### src/rtl/shooter_velocity_ramp_if.sv
// Command/status bundle between the shooter feed logic and the velocity ramp.
interface shooter_velocity_ramp_if;
  logic        arm;
  logic        target_load;
  logic [31:0] target_velocity;
  logic [31:0] velocity;
  logic        armed;
  logic        at_speed;
  logic [2:0]  state;

  modport master (
    output arm, target_load, target_velocity,
    input  velocity, armed, at_speed, state
  );

  modport slave (
    input  arm, target_load, target_velocity,
    output velocity, armed, at_speed, state
  );
endinterface

### src/rtl/shooter_velocity_ramp.sv
// Shooter ESC command stage: arming hold, target clamp, per-frame bounded slew
// toward the latched target, and an at-speed flag for the feed logic.
module shooter_velocity_ramp #(
  parameter int unsigned MAX_VEL     = 20000,
  parameter int unsigned STEP        = 500,
  parameter int unsigned TICK_CYCLES = 100000,
  parameter int unsigned ARM_CYCLES  = 100000000
) (
  input  logic                    clock,
  input  logic                    reset_n,
  shooter_velocity_ramp_if.slave  bus
);

  typedef enum logic [2:0] {
    DISARMED = 3'd0,
    ARMING   = 3'd1,
    IDLE     = 3'd2,
    RAMP     = 3'd3,
    HOLD     = 3'd4
  } state_t;

  state_t      cur_state, next_state;
  logic [31:0] vel_q, vel_d;
  logic [31:0] target_q;
  logic [31:0] tick_cnt, tick_cnt_d;
  logic [31:0] arm_cnt, arm_cnt_d;
  logic [31:0] gap_up, gap_dn;
  logic        tick;
  logic        armed_q, at_speed_q;

  assign tick = (tick_cnt == TICK_CYCLES - 1);

  always_comb begin
    next_state = cur_state;
    vel_d      = vel_q;
    arm_cnt_d  = arm_cnt;
    tick_cnt_d = '0;
    gap_up     = target_q - vel_q;
    gap_dn     = vel_q - target_q;

    if (cur_state != DISARMED && cur_state != ARMING)
      tick_cnt_d = tick ? '0 : tick_cnt + 32'd1;

    case (cur_state)
      DISARMED: begin
        vel_d     = '0;
        arm_cnt_d = '0;
        if (bus.arm) next_state = ARMING;
      end
      ARMING: begin
        vel_d = '0;
        if (arm_cnt == ARM_CYCLES - 1) next_state = IDLE;
        else                           arm_cnt_d  = arm_cnt + 32'd1;
      end
      IDLE: begin
        vel_d = '0;
        if (target_q != vel_q) next_state = RAMP;
      end
      RAMP: begin
        // Step is limited to the remaining gap so velocity lands exactly on target.
        if (tick) begin
          if (target_q > vel_q)      vel_d = vel_q + ((gap_up > STEP) ? STEP : gap_up);
          else if (target_q < vel_q) vel_d = vel_q - ((gap_dn > STEP) ? STEP : gap_dn);
        end
        if (vel_d == target_q) next_state = HOLD;
      end
      HOLD: begin
        if (target_q != vel_q) next_state = RAMP;
      end
      default: begin
        next_state = DISARMED;
        vel_d      = '0;
      end
    endcase

    // Disarm is a hard cut from any state; no ramp-down.
    if (!bus.arm) begin
      next_state = DISARMED;
      vel_d      = '0;
    end
  end

  always_ff @(posedge clock or negedge reset_n) begin
    if (!reset_n) begin
      cur_state  <= DISARMED;
      vel_q      <= '0;
      target_q   <= '0;
      tick_cnt   <= '0;
      arm_cnt    <= '0;
      armed_q    <= 1'b0;
      at_speed_q <= 1'b0;
    end else begin
      cur_state  <= next_state;
      vel_q      <= vel_d;
      tick_cnt   <= tick_cnt_d;
      arm_cnt    <= arm_cnt_d;
      armed_q    <= (next_state == IDLE) || (next_state == RAMP) || (next_state == HOLD);
      at_speed_q <= (next_state == HOLD);
      if (bus.target_load && bus.arm)
        target_q <= (bus.target_velocity > MAX_VEL) ? MAX_VEL : bus.target_velocity;
    end
  end

  assign bus.velocity = vel_q;
  assign bus.armed    = armed_q;
  assign bus.at_speed = at_speed_q;
  assign bus.state    = cur_state;

endmodule

### src/flat_wrapper.sv
// flat-port wrapper written by rule: the top's interface ports become plain ports
module shooter_velocity_ramp_flat 
#(
  parameter int unsigned MAX_VEL     = 20000,
  parameter int unsigned STEP        = 500,
  parameter int unsigned TICK_CYCLES = 100000,
  parameter int unsigned ARM_CYCLES  = 100000000
)
  (clock, reset_n, bus_arm, bus_target_load, bus_target_velocity, bus_velocity, bus_armed, bus_at_speed, bus_state);
  shooter_velocity_ramp_if bus_i ();
  input  logic clock;
  input  logic reset_n;
  input wire logic [$bits(bus_i.arm)-1:0] bus_arm;
  input wire logic [$bits(bus_i.target_load)-1:0] bus_target_load;
  input wire logic [$bits(bus_i.target_velocity)-1:0] bus_target_velocity;
  output wire logic [$bits(bus_i.velocity)-1:0] bus_velocity;
  output wire logic [$bits(bus_i.armed)-1:0] bus_armed;
  output wire logic [$bits(bus_i.at_speed)-1:0] bus_at_speed;
  output wire logic [$bits(bus_i.state)-1:0] bus_state;
  assign bus_i.arm = bus_arm;
  assign bus_i.target_load = bus_target_load;
  assign bus_i.target_velocity = bus_target_velocity;
  assign bus_velocity = bus_i.velocity;
  assign bus_armed = bus_i.armed;
  assign bus_at_speed = bus_i.at_speed;
  assign bus_state = bus_i.state;
  shooter_velocity_ramp #(.MAX_VEL(MAX_VEL), .STEP(STEP), .TICK_CYCLES(TICK_CYCLES), .ARM_CYCLES(ARM_CYCLES)) u_core (.clock(clock), .reset_n(reset_n), .bus(bus_i));
endmodule
### config.mk
export PLATFORM = sky130hd
export DESIGN_NAME = shooter_velocity_ramp_flat
export DESIGN_NICKNAME = d
export VERILOG_FILES = /design/src/rtl/shooter_velocity_ramp_if.sv /design/src/rtl/shooter_velocity_ramp.sv /design/src/flat_wrapper.sv
export SDC_FILE = /design/constraint.sdc
export NUM_CORES = 1
export LEC_CHECK = 0
export BUFFER_PORTS_ARGS = -buffer_cell sky130_fd_sc_hd__buf_2
export CORE_ASPECT_RATIO = 0.5
export CORE_UTILIZATION = 30
export CTS_CLUSTER_SIZE = 14
export DETAILED_ROUTE_END_ITERATION = 8
export GPL_ROUTABILITY_DRIVEN = 1
export MAX_ROUTING_LAYER = met4
export PLACE_DENSITY = 0.49
export SLEW_MARGIN = 15
export SYNTH_ARGS = -nofsm -noshare
export SYNTH_HDL_FRONTEND = slang
export SYNTH_SLANG_ARGS = --single-unit
### constraint.sdc
create_clock -name clock -period 8.28 [get_ports clock]
set_clock_uncertainty 0.05 [all_clocks]
set_input_delay 0.828 -clock clock [delete_from_list [all_inputs] [get_ports clock]]
set_output_delay 0.828 -clock clock [all_outputs]
set_load 0.01 [all_outputs]
**Yosys cells after proc, flatten, opt, wreduce, memory -nomap -nowiden**

Cells that the tools add are included.

- Logic and storage cells: 59
- Flip-flop bits (word level): 133

- Reduce and logical (&&, ||, !) cells: 9
- Add/subtract/negate cells: 6
- Magnitude comparators: 5
- Muxes and demuxes: 18
- Eq/ne operators: 14

Operators with widths:

| kind | number |
|---|---|
| 32-bit two-way mux | 11 |
| 32-bit one-hot mux with 2 select lines | 2 |
| 32-bit subtractor | 3 |
| 32-bit by 1-bit adder with 32-bit output (second input constant) | 2 |
| 32-bit by 9-bit > comparator with 1-bit output (second input constant) | 2 |
| 32-bit adder | 1 |
| 32-bit by 17-bit equality test with 1-bit output (second input constant) | 1 |
| 32-bit by 27-bit equality test with 1-bit output (second input constant) | 1 |
| 32-bit equality test | 1 |
| 32-bit by 15-bit > comparator with 1-bit output (second input constant) | 1 |
| 32-bit > comparator | 1 |
| 32-bit < comparator | 1 |
| 32-bit inequality test | 1 |
| 3-bit by 2-bit equality test with 1-bit output (second input constant) | 4 |
| 3-bit two-way mux | 4 |
| 3-bit one-hot mux with 4 select lines | 1 |
| 3-bit equality test (second input constant) | 2 |
| 2-bit inequality test (second input constant) | 2 |
| 3-bit by 1-bit equality test with 1-bit output (second input constant) | 1 |
| 3-bit logical NOT | 1 |
| 3-bit by 1-bit inequality test with 1-bit output (second input constant) | 1 |
| 3-bit nonzero test | 1 |
| 1-bit logical AND | 2 |
| 1-bit logical OR | 2 |
| other kinds (3) | 3 |

**Depth between registers and ports, before layout**

Gate-level depths: netlist of run 1.

- Depth after elaboration: 15
- Gate-level depth with buffers: 32
- Mapped depth without buffers: 31

**Worst setup path after synthesis of run 1**

No wires, ideal clock.

- Path type: reg-to-reg
- Start: reg u_core.vel_q[1], in the netlist u_core.bus.velocity[1]
- End: reg u_core.at_speed_q, in the netlist u_core.bus.at_speed
- Data arrival time: 7.170 ns
- Buffers on the path: 1
- Data required time: 8.165 ns
- Clock period less this slack: 7.285 ns
- Cell stages (with the launch flop): 29
- Setup slack: 0.995 ns
- Library setup time: 0.065 ns
- Path through: dfrtp_1 > inv_1 > fa_1 > a211oi_4 > o21ai_1 > a221o_1 > and2_1 > buf_6 > nor3_4 > o21bai_1 > xor2_1 > nor3_1 > nand4_1 > or4_4 > nor4_4 > nand2_1 > ha_1 > nand2_1 > a2111oi_1 > a221oi_2 > o21a_1 > nor2_1 > a41o_1 > a31oi_1 > o32ai_1 > xor2_1 > or4_4 > a2111oi_1 > a21o_1

- Cells in the longest elaborated chain, start to end: 13
- Elaborated cells on any way between the ends: 21

Ends and longest elaborated chain:

| what | RTL line | text |
|---|---|---|
| from (decl) | shooter_velocity_ramp.sv:23 | `logic [31:0] vel_q, vel_d;` |
| from (signal assigned) | shooter_velocity_ramp.sv:94 | `vel_q <= vel_d;` |
| 32-bit subtractor | shooter_velocity_ramp.sv:39 | `gap_dn = vel_q - target_q;` |
| 32-bit by 9-bit > comparator with 1-bit output | shooter_velocity_ramp.sv:63 | `else if (target_q < vel_q) vel_d = vel_q - ((gap_dn > STEP) ? STEP : gap_dn);` |
| 32-bit two-way mux | shooter_velocity_ramp.sv:63 |  |
| 32-bit subtractor | shooter_velocity_ramp.sv:63 |  |
| 32-bit two-way mux | shooter_velocity_ramp.sv:63 |  |
| 32-bit two-way mux | shooter_velocity_ramp.sv:62 | `if (target_q > vel_q) vel_d = vel_q + ((gap_up > STEP) ? STEP : gap_up);` |
| 32-bit two-way mux | shooter_velocity_ramp.sv:61 | `if (tick) begin` |
| 32-bit two-way mux | shooter_velocity_ramp.sv:44 | `case (cur_state)` |
| 32-bit equality test | shooter_velocity_ramp.sv:65 | `if (vel_d == target_q) next_state = HOLD;` |
| 3-bit two-way mux | shooter_velocity_ramp.sv:65 |  |
| 3-bit one-hot mux with 4 select lines (*) | shooter_velocity_ramp.sv:44 |  |
| 3-bit two-way mux (*) | shooter_velocity_ramp.sv:77 | `if (!bus.arm) begin` |
| 3-bit equality test (*) | shooter_velocity_ramp.sv:98 | `at_speed_q <= (next_state == HOLD);` |
| to (signal assigned) | shooter_velocity_ramp.sv:98 |  |
| to (decl) | shooter_velocity_ramp.sv:29 | `logic armed_q, at_speed_q;` |

Mark *: on every way between the ends. The rest lies on a longest branch, timed or not. The select of a mux whose other input is x is not followed.
A chain may end at the register's enable or synchronous reset.

**Final worst setup path of run 1**

- Start: reg u_core.vel_q[21], in the netlist u_core.bus.velocity[21]
- End: reg u_core.cur_state[0], in the netlist u_core.bus.state[0]

- Cells in the longest elaborated chain, start to end: 12
- Elaborated cells on any way between the ends: 20

Ends and longest elaborated chain:

| what | RTL line | text |
|---|---|---|
| 32-bit subtractor | shooter_velocity_ramp.sv:39 |  |
| 32-bit by 9-bit > comparator with 1-bit output | shooter_velocity_ramp.sv:63 |  |
| 32-bit two-way mux | shooter_velocity_ramp.sv:63 |  |
| 32-bit subtractor | shooter_velocity_ramp.sv:63 |  |
| 32-bit two-way mux | shooter_velocity_ramp.sv:63 |  |
| 32-bit two-way mux | shooter_velocity_ramp.sv:62 |  |
| 32-bit two-way mux | shooter_velocity_ramp.sv:61 |  |
| 32-bit two-way mux | shooter_velocity_ramp.sv:44 |  |
| 32-bit equality test | shooter_velocity_ramp.sv:65 |  |
| 3-bit two-way mux | shooter_velocity_ramp.sv:65 |  |
| 3-bit one-hot mux with 4 select lines (*) | shooter_velocity_ramp.sv:44 |  |
| 3-bit two-way mux (*) | shooter_velocity_ramp.sv:77 |  |
| named net u_core.next_state[0] | shooter_velocity_ramp.sv:22 | `state_t cur_state, next_state;` |
| to (signal assigned) | shooter_velocity_ramp.sv:93 | `cur_state <= next_state;` |
| to (decl) | shooter_velocity_ramp.sv:22 |  |

The timed path passes the listed nets; every way through them passes the cells marked *. The select of a mux whose other input is x is not followed.

==> results of run 1 <==
[state kept, by name (all words and copies together), names as in the netlist]
register and flops:
u_core.arm_cnt 32, u_core.bus.velocity 32, u_core.target_q 32, u_core.tick_cnt 32, u_core.bus.state 3, u_core.bus.armed 1
u_core.bus.at_speed 1
[cell families after synthesis]
| kind of cell | share of synthesized area, % |
|---|---|
| AND/OR/NAND/NOR | 23.2 |
| buffers and inverters | 4.41 |
| adder cells (fa/ha/maj) | 11.8 |
| other | 0.0510 |
| multiplexers | 1.28 |
| flip-flops | 22.6 |
| XOR/XNOR | 9.23 |
| AO/OA/AOI/OAI | 27.4 |
[power breakdown]
part | switching, mW | internal, mW | leakage [nW]
combinational | 0.0676 | 0.0348 | 5.54
sequential | 0.00259 | 0.651 | 1.83
clock | 0.344 | 0.390 | 0.249
total | 0.414 | 1.08 | 7.61
[repair_timing]
action / 4_1_cts / 5_1_grt
pin swaps: 0 / 8
gates cloned: 0 / 1
resized for setup: 1 / 38
endpoints found under the setup margin: 4 / 4
setup buffers: 0 / 2
[synth_stat cells (11+ instances only)]
cell and instances:
xor2_1 82, nor4_1 19, inv_1 89, o21a_1 19, nor3_1 54, nand4_1 31
dfrtp_1 133, a21oi_1 168, mux2i_1 12, o21ai_0 104, nand3_1 59, and2_1 11
a21o_1 49, o21ai_1 25, nand2b_1 22, xnor2_1 73, clkbuf_1 46, buf_2 18
nor2_1 200, nand2_1 169, o211ai_1 34, or3_1 22, a211oi_1 23, a22o_1 21
and3_1 36, o21bai_1 17, a31oi_1 17, or4_1 11, ha_1 131, nor2b_1 16
[placed cells by master, fill, tap and decap left out, types with 9 or more instances in the layout]
cell type / instances
a22o_1: 21
a21oi_2: 10
nor4_1: 16
a211oi_1: 20
nor2b_1: 16
conb_1: 47
a21oi_1: 160
nand4_1: 31
clkbuf_16: 17
or3_1: 22
o31ai_1: 9
o211ai_1: 34
o21bai_1: 17
nor3_1: 53
a31oi_1: 16
ha_1: 130
buf_2: 72
nand3b_1: 10
xnor2_1: 72
inv_1: 89
and3_1: 36
o21ai_0: 102
dfrtp_1: 132
nand2_1: 169
buf_4: 54
nor2_1: 200
or4_1: 9
and2_1: 11
o21ai_1: 26
mux2i_1: 12
nand3_1: 59
o21a_1: 18
a21o_1: 49
xor2_1: 82
nand2b_1: 22
[path summary, 6_finish.rpt]
kind	endpoint	cells after the start	start	slack [ns]
setup reg to reg	u_core.bus.state[0]	29	u_core.bus.velocity[21]	0.32
max in group asynchronous	u_core.arm_cnt[24]	3	reset_n	6.27
min in group clock	u_core.tick_cnt[0]	1	u_core.tick_cnt[0]	0.43
hold / removal	u_core.target_q[14]	1	reset_n	0.20
hold reg to reg	u_core.tick_cnt[0]	1	u_core.tick_cnt[0]	0.43
setup / recovery	u_core.bus.state[0]	29	u_core.bus.velocity[21]	0.32
[area by class of cell]
cell class	instances	area share, %
Multi-Input combinational cell	1663	65.7
Clock inverter	14	0.695
Sequential cell	133	19.7
Inverter	90	2.00
Clock buffer	18	2.54
Timing Repair Buffer	128	4.66
Tap cell	638	4.72
[layer usage]
layer | up-vias | share of wire (%) | track usage [%] | wire length (um)
met2 | 603 | 43 | 35.4 | 24800
met5 | - | 0 | - | 0
li1 | 7216 | - | - | -
met1 | 7325 | 47 | 32.8 | 27200
met3 | 71 | 7.9 | 4.36 | 4540
met4 | 0 | 2.0 | 5.27 | 1140
[metrics by stage]
step	hold WS, ns	util, %	std cells	TNS [ns]	setup slack (ns)
2_1_floorplan	0.405	-	1959	0	0.995
3_3_place_gp	0.423	33.9	2649	0	0.000267
3_5_place_dp	0.432	33.9	2649	-0.246	-0.0727
4_1_cts	0.214	35.1	2681	0	0.0914
5_1_grt	0.226	35.5	2684	-0.0880	-0.0390
6_report	0.203	35.5	2684	0	0.318
==> impl_metrics.yaml, run 1 <==
sta:
  setup_viol: 0
  finalCriticalPeriod_ns: 7.96
  slew_viol_final: 0
  finalHoldViolations: 0
  worst_slew_pin_slew_ns: 1.08
  post-route-period-util_pct: 96.2
  max_freq_ghz: 0.126
  slew_headroom_pct: 27.3
global_routing:
  grt_pass1_vias: 14000
  globalRouteTotalUtil_pct: 23.6
  antenna_found_initial: 2
  grt_max_degree: 59
  grt_first_pass_wirelength_um: 86900
  grt-ovfl-total: 0
floorplanning:
  die_h_um: 159
  io_pins: 73
  rows: 56
  initial_utilization_pct: 30.9
  die_x_um: 315
  coreArea_um2: 47600
  die_area_um2: 50000
min_path:
  hold_path_class: "in -> async"
worst_setup_path:
  critPathArrivalTime_ns: 8.24
  start_kind: "register"
  path_delay_family: "compound AO/OA/AOI/OAI gates"
  crit_fanout: 16
  worstPathRequired_ns: 8.56
  path_buf_inv: 3
  criticalPathCategory: "reg -> reg"
  cp_slowest_cell: "or4_4"
  max_stage_delay_ns: 0.57
  cp-end-kind: "register"
logic_synthesis:
  synth_area_leaders: "dfrtp_1 (23%), ha_1 (11%), a21oi_1 (5.7%)"
  yosysTopAreaCell: "dfrtp_1"
  ys_seq_area_share_pct: 22.6
  ys_ff_latch: 133
  synth_edf_count: 0
  synth-main-ff-cell: "dfrtp_1"
  yosys.area.top_type_share_pct: 22.6
  ys_warn_count: 0
  netlist_area_um2: 14700
  netlist_instances: 1914
  async_reset_ff_share_pct: 100
  avgSynthCellArea_um2: 7.69
  synth_cell_types: 96
layout:
  area_growth_pct: 14.9
  design_area_um2: 16900
  final_nets: 2204
  nFillCells: 5078
  multi_input_area_um2: 11100
  ff_latch_area_um2: 3330
  diodes: 0
  drive_above_1_share_pct: 11.4
clocking:
  numCtsBuffers: 17
  cts_max_level: 4
  cts_tree: "built"
  clk_pin_slew_ns: 0.07
  cts_sinks: 133
  clk_latency_ns: 0.46
  clk_path_buf_depth: 2
  root_buffer: "clkbuf_16"
  postCtsHoldBufs: 0
placement:
  io_buffers: 72
  placed_cell_area_um2: 16200
  hpwl_um: 45700
  place.gp.congestion: 1.02
pwr:
  power_density_nw_per_um2: 88.1
  p_leak_nw: 7.61
  total_power_mw: 1.49
  peakVddDrop_uv: 102
drt:
  antenna_left: 0
  drt-total-wl_um: 57700
  drt_first_iter_violations: 1673
  vias: 15200
  drt-wirelength-per-cell_um: 21.5
  drcViolationCount: 0
  dr.pass1.iters: 6
  avgViaCountPerCell: 5.67
status:
  outcome: "completed"
run:
  maxCapViolCount: 0
(Power assumes the default switching activity.)
==> run 2: changes to the inputs <==
--- a/config.mk
+++ b/config.mk
@@ -6,13 +6,16 @@
 export NUM_CORES = 1
 export LEC_CHECK = 0
 export BUFFER_PORTS_ARGS = -buffer_cell sky130_fd_sc_hd__buf_2
+export CELL_PAD_IN_SITES_DETAIL_PLACEMENT = 1
+export CELL_PAD_IN_SITES_GLOBAL_PLACEMENT = 2
 export CORE_ASPECT_RATIO = 0.5
+export CORE_MARGIN = 2
 export CORE_UTILIZATION = 30
 export CTS_CLUSTER_SIZE = 14
 export DETAILED_ROUTE_END_ITERATION = 8
 export GPL_ROUTABILITY_DRIVEN = 1
 export MAX_ROUTING_LAYER = met4
-export PLACE_DENSITY = 0.49
+export PLACE_DENSITY = 0.71
 export SLEW_MARGIN = 15
 export SYNTH_ARGS = -nofsm -noshare
 export SYNTH_HDL_FRONTEND = slang
==> run 2 against run 1 <==
Compared with the run above: via count is 1.7% higher; combinational power barely moved; hold slack better by 0.13 ns; total power increased by 5.5%; non-clock buffer count grew 14; global-route usage is 1.6 points higher; register-to-register slack worse by 0.05 ns; critical path type unchanged; highest routed layer unchanged; count of clock-buffer cells in the layout unchanged.
==> impl_metrics.yaml, run 2 (synthesis gave the netlist of run 1 again) <==
layout:
  nFillCells: 5995
  diodes: 0
  fin_cells: 2709
  area_growth_pct: 15.7
  final_nets: 2218
  drive_above_1_share_pct: 11.5
  final_cell_mix: "nor2_1 (200), nand2_1 (169), a21oi_1 (161)"
  mostFrequentLayoutCell: "nor2_1"
sta:
  setup_ws_ns: 0.272
  finalCriticalPeriod_ns: 8.01
  post-route-period-util_pct: 96.7
  slew_headroom_pct: 28.5
  slew_viol_final: 0
  setup_viol: 0
  worst_slew_pin_slew_ns: 1.06
  fin_hold_ws_ns: 0.333
  finalHoldViolations: 0
  max_freq_ghz: 0.125
worst_setup_path:
  critPathArrivalTime_ns: 8.28
  crit_fanout: 7
  criticalPathCategory: "reg -> reg"
  cp-end-kind: "register"
  cp_slowest_cell: "or4_4"
  max_stage_delay_ns: 0.56
  crit_top_cell: "o21ai_1"
  worstPathRequired_ns: 8.55
  start_kind: "register"
run:
  maxCapViolCount: 0
clocking:
  clk_latency_ns: 0.46
  numCtsBuffers: 17
  clk_pin_slew_ns: 0.07
  cts_sinks: 133
  clk_path_buf_depth: 2
  postCtsHoldBufs: 0
  root_buffer: "clkbuf_16"
  cts_max_level: 4
  cts_tree: "built"
drt:
  avgViaCountPerCell: 5.71
  vias: 15500
  antenna_left: 0
  drt-wirelength-per-cell_um: 23.0
  dr.pass1.iters: 5
  drt-total-wl_um: 62400
  drcViolationCount: 0
  drt_first_iter_violations: 1290
floorplanning:
  die_area_um2: 50900
  die_x_um: 317
  initial_utilization_pct: 30.3
  rows: 57
  die_h_um: 161
  io_pins: 73
  coreArea_um2: 48500
pwr:
  p_leak_nw: 7.70
  power_density_nw_per_um2: 92.3
  peakVddDrop_uv: 135
  total_power_mw: 1.57
global_routing:
  grt_pass1_vias: 15100
  grt-ovfl-total: 0
  grt_max_degree: 73
  grt_first_pass_wirelength_um: 95000
  globalRouteTotalUtil_pct: 25.3
  antenna_found_initial: 1
status:
  outcome: "completed"
placement:
  place.gp.congestion: 0.945
  io_buffers: 72
  hpwl_um: 50100
  dpl.cell_count: 2674
  dp_slack_ns: -0.233
min_path:
  hold_path_class: "in -> async"
run 2: cell count changes in the layout (fill, tap and decap cells not counted), sizes merged:
| cell | previous run | this run |
|---|---|---|
| buf | 128 | 142 |
| clkinv | 1 | 4 |
| clkinvlp | 6 | 3 |
| bufinv | 0 | 2 |
| inv | 97 | 95 |
run 2: area by class of cell:
class | instances | area, um2 | area share [%]
Clock inverter | 14 | 171 | 1.01
Clock buffer | 18 | 429 | 2.52
Tap cell | 649 | 812 | 4.77
Inverter | 90 | 338 | 1.99
Timing Repair Buffer | 142 | 896 | 5.26
Multi-Input combinational cell | 1663 | 11000 | 64.9
Sequential cell | 133 | 3330 | 19.6
run 2: what timing repair did:
item / 4_1_cts / 5_1_grt
buffers inserted: 0 / 3
endpoints found under the setup margin: 4 / 4
resized for setup: 3 / 24
pin swaps: 0 / 6
run 2: worst paths after layout:
path | slack, ns | endpoint | from | cells past startpoint
max | 0.27 | u_core.bus.state[1] | u_core.bus.velocity[0] | 30
min | 0.33 | u_core.tick_cnt[29] | reset_n | 1
max reg2reg | 0.27 | u_core.bus.state[1] | u_core.bus.velocity[0] | 30
min reg2reg | 0.45 | u_core.tick_cnt[0] | u_core.tick_cnt[0] | 1
max in group asynchronous | 6.41 | u_core.bus.velocity[11] | reset_n | 2
min in group clock | 0.45 | u_core.tick_cnt[0] | u_core.tick_cnt[0] | 1
run 2: per-layer routing:
layer	routed length, um	GRT usage, %
met5	0	-
met4	941	4.87
met3	4100	4.38
met2	26500	36.6
met1	30900	36.7
run 2: critical path, delay by kind of cell (launching register included):
family	cells	cell delay, ns
and+or+nand+nor	9	2.66
AOI/OAI and AO/OA	12	2.79
DFF	1	0.45
xor gates and xnor gates	2	0.34
adders and majority gates	3	0.79
buffers and inverters	4	0.76
run 2: stage by stage:
stage / TNS [ns] / utilization (%) / instance area, um2
after floorplan: 0 / - / 14900
after global placement: -0.610 / 33.6 / 16300
after detailed placement: -0.879 / 33.6 / 16300
after CTS: 0 / 34.8 / 16900
after global routing: -0.562 / 35.1 / 17000
final: 0 / 35.1 / 17000
run 2: power breakdown:
group | total [mW] | switching (mW) | internal, mW
clock network | 0.814 | 0.361 | 0.453
registers | 0.654 | 0.00257 | 0.651
logic | 0.104 | 0.0692 | 0.0344
==> run 3: changes to the inputs <==
--- a/config.mk
+++ b/config.mk
@@ -5,7 +5,7 @@
 export SDC_FILE = /design/constraint.sdc
 export NUM_CORES = 1
 export LEC_CHECK = 0
-export BUFFER_PORTS_ARGS = -buffer_cell sky130_fd_sc_hd__buf_2
+export BUFFER_PORTS_ARGS = -buffer_cell sky130_fd_sc_hd__buf_4
 export CELL_PAD_IN_SITES_DETAIL_PLACEMENT = 1
 export CELL_PAD_IN_SITES_GLOBAL_PLACEMENT = 2
 export CORE_ASPECT_RATIO = 0.5
@@ -15,7 +15,7 @@
 export DETAILED_ROUTE_END_ITERATION = 8
 export GPL_ROUTABILITY_DRIVEN = 1
 export MAX_ROUTING_LAYER = met4
-export PLACE_DENSITY = 0.71
+export PLACE_DENSITY = 0.74
 export SLEW_MARGIN = 15
 export SYNTH_ARGS = -nofsm -noshare
 export SYNTH_HDL_FRONTEND = slang
==> constraint.sdc (replaced) <==
create_clock -name clock -period 6.4 [get_ports clock]
set_clock_uncertainty 0.05 [all_clocks]
set_input_delay 0.64 -clock clock [delete_from_list [all_inputs] [get_ports clock]]
set_output_delay 0.64 -clock clock [all_outputs]
set_load 0.01 [all_outputs]
==> run 3 against run 2 <==
Compared with the run above: the run now ends with setup timing left; count of clock-buffer cells in the layout stayed put; die area stayed put; total power is 29% higher; sequential cell count stayed put; final cell count is 17% higher.
==> impl_metrics.yaml, run 3 (synthesis gave the netlist of run 1 again) <==
status:
  outcome: "complete, but fails checks"
  violations: "setup timing"
global_routing:
  grt_first_pass_wirelength_um: 106000
  grt_max_degree: 87
  grt-ovfl-total: 0
  grt_pass1_vias: 17600
  globalRouteTotalUtil_pct: 28.0
  antenna_found_initial: 1
layout:
  final_nets: 2674
  drive_above_1_share_pct: 33.4
  design_area_um2: 21600
  diodes: 0
  mostFrequentLayoutCell: "buf_4"
  final_cell_mix: "buf_4 (585), nor2_1 (196), nand2_1 (159)"
  fin_cells: 3164
  area_growth_pct: 47.1
clocking:
  cts_sinks: 133
  postCtsHoldBufs: 0
  cts_tree: "built"
  clk_pin_slew_ns: 0.07
  root_buffer: "clkbuf_16"
  numCtsBuffers: 17
  clk_latency_ns: 0.46
  clk_path_buf_depth: 2
  cts_max_level: 4
placement:
  dpl.cell_count: 3095
  place.gp.congestion: 0.983
  placed_cell_area_um2: 19700
  io_buffers: 72
  hpwl_um: 55900
  dp_slack_ns: -1.63
pwr:
  p_leak_nw: 10.1
  power_density_nw_per_um2: 93.7
  peakVddDrop_uv: 168
sta:
  setup_ws_ns: -0.983
  slew_viol_final: 0
  rsz0062_at_grt: "yes"
  setup_viol: 11
  finalCriticalPeriod_ns: 7.38
  finalHoldViolations: 0
  fin_hold_ws_ns: 0.200
  post-route-period-util_pct: 115
  slew_headroom_pct: 26.9
  max_freq_ghz: 0.135
  worst_slew_pin_slew_ns: 1.09
  finalSetupTns_ns: -4.65
drt:
  drcViolationCount: 0
  drt-total-wl_um: 70200
  antenna_left: 0
  vias: 17300
  drt_first_iter_violations: 1139
  drt-wirelength-per-cell_um: 22.2
  avgViaCountPerCell: 5.46
  dr.pass1.iters: 5
worst_setup_path:
  r2r_cells: 35
  cp_slowest_cell: "or4_4"
  crit_top_cell: "buf_4"
  r2r_start: "u_core.target_q[0]"
  start_kind: "register"
  cp-end-kind: "register"
  crit_fanout: 8
  worstPathRequired_ns: 6.67
  r2r_slack_ns: -0.98
  criticalPathCategory: "reg -> reg"
  r2r-end: "u_core.bus.state[0]"
  max_stage_delay_ns: 0.54
  critPathArrivalTime_ns: 7.66
floorplanning:
  die_area_um2: 50900
  rows: 57
  io_pins: 73
  coreArea_um2: 48500
  die_h_um: 161
  initial_utilization_pct: 30.3
  die_x_um: 317
run:
  maxCapViolCount: 0
min_path:
  hold_path_class: "in -> async"
-- run 3: per-layer routing --
| layer | track usage [%] | routed length [um] | up-vias |
|---|---|---|---|
| met3 | 7.40 | 4990 | 90 |
| met2 | 41.2 | 30400 | 469 |
| met5 | - | 0 | - |
| met4 | 6.17 | 1470 | 0 |
| met1 | 38.2 | 33300 | 8578 |
| li1 | - | - | 8140 |
-- run 3: worst max path at each step --
| stage | start | end | slack, ns | cells after the start |
|---|---|---|---|---|
| 2_1_floorplan | u_core.target_q[0] | u_core.bus.state[0] | -0.30 | 30 |
| 3_3_place_gp | u_core.bus.velocity[2] | u_core.bus.state[0] | -1.43 | 27 |
| 3_5_place_dp | u_core.bus.velocity[0] | u_core.bus.state[0] | -1.63 | 28 |
| 4_1_cts | u_core.target_q[0] | u_core.bus.state[2] | -0.99 | 35 |
| 5_1_grt | u_core.target_q[0] | u_core.bus.state[2] | -1.26 | 35 |
| 6_report | u_core.target_q[0] | u_core.bus.state[0] | -0.98 | 35 |
-- run 3: layout make-up --
class                   count  area, um2
multi-input cells        1663      12000
well taps                 649        812
fillers                  5869      26900
repair buffers            598       4540
clock inverters            13        148
clock buffers              18        439
flip-flops and latches    133       3330
inverters                  90        338
-- run 3: through the flow --
| stage | util (%) | total power [mW] |
|---|---|---|
| 4_1_cts | 43.6 | 2.05 |
| 3_3_place_gp | 40.7 | 1.00 |
| 2_1_floorplan | - | 0.938 |
| 5_1_grt | 44.6 | 2.11 |
| 6_report | 44.6 | 2.03 |
| 3_5_place_dp | 40.7 | 1.01 |
-- run 3: what timing repair did --
| action | CTS | global route |
|---|---|---|
| setup endpoints to repair | 28 | 29 |
| gates resized for setup | 139 | 83 |
| gates cloned | 1 | 0 |
| setup buffers | 28 | 16 |
| pin swaps | 83 | 76 |
-- run 3: where the power goes --
| part | total (mW) | internal (mW) | switching [mW] |
|---|---|---|---|
| clock network | 1.02 | 0.586 | 0.438 |
| logic | 0.158 | 0.0594 | 0.0983 |
| registers | 0.846 | 0.843 | 0.00316 |
| total | 2.03 | 1.49 | 0.540 |
-- run 3: worst max-delay path, delay by kind of cell, from the launching register on --
| kind | cells | cell delay [ns] |
|---|---|---|
| buffers and inverters | 8 | 1.15 |
| AND/OR/NAND/NOR | 5 | 1.60 |
| AO/OA/AOI/OAI | 16 | 2.78 |
| XOR/XNOR | 2 | 0.29 |
| multiplexers | 1 | 0.25 |
| flip-flops | 1 | 0.40 |
| adder cells (fa/ha/maj) | 3 | 0.71 |
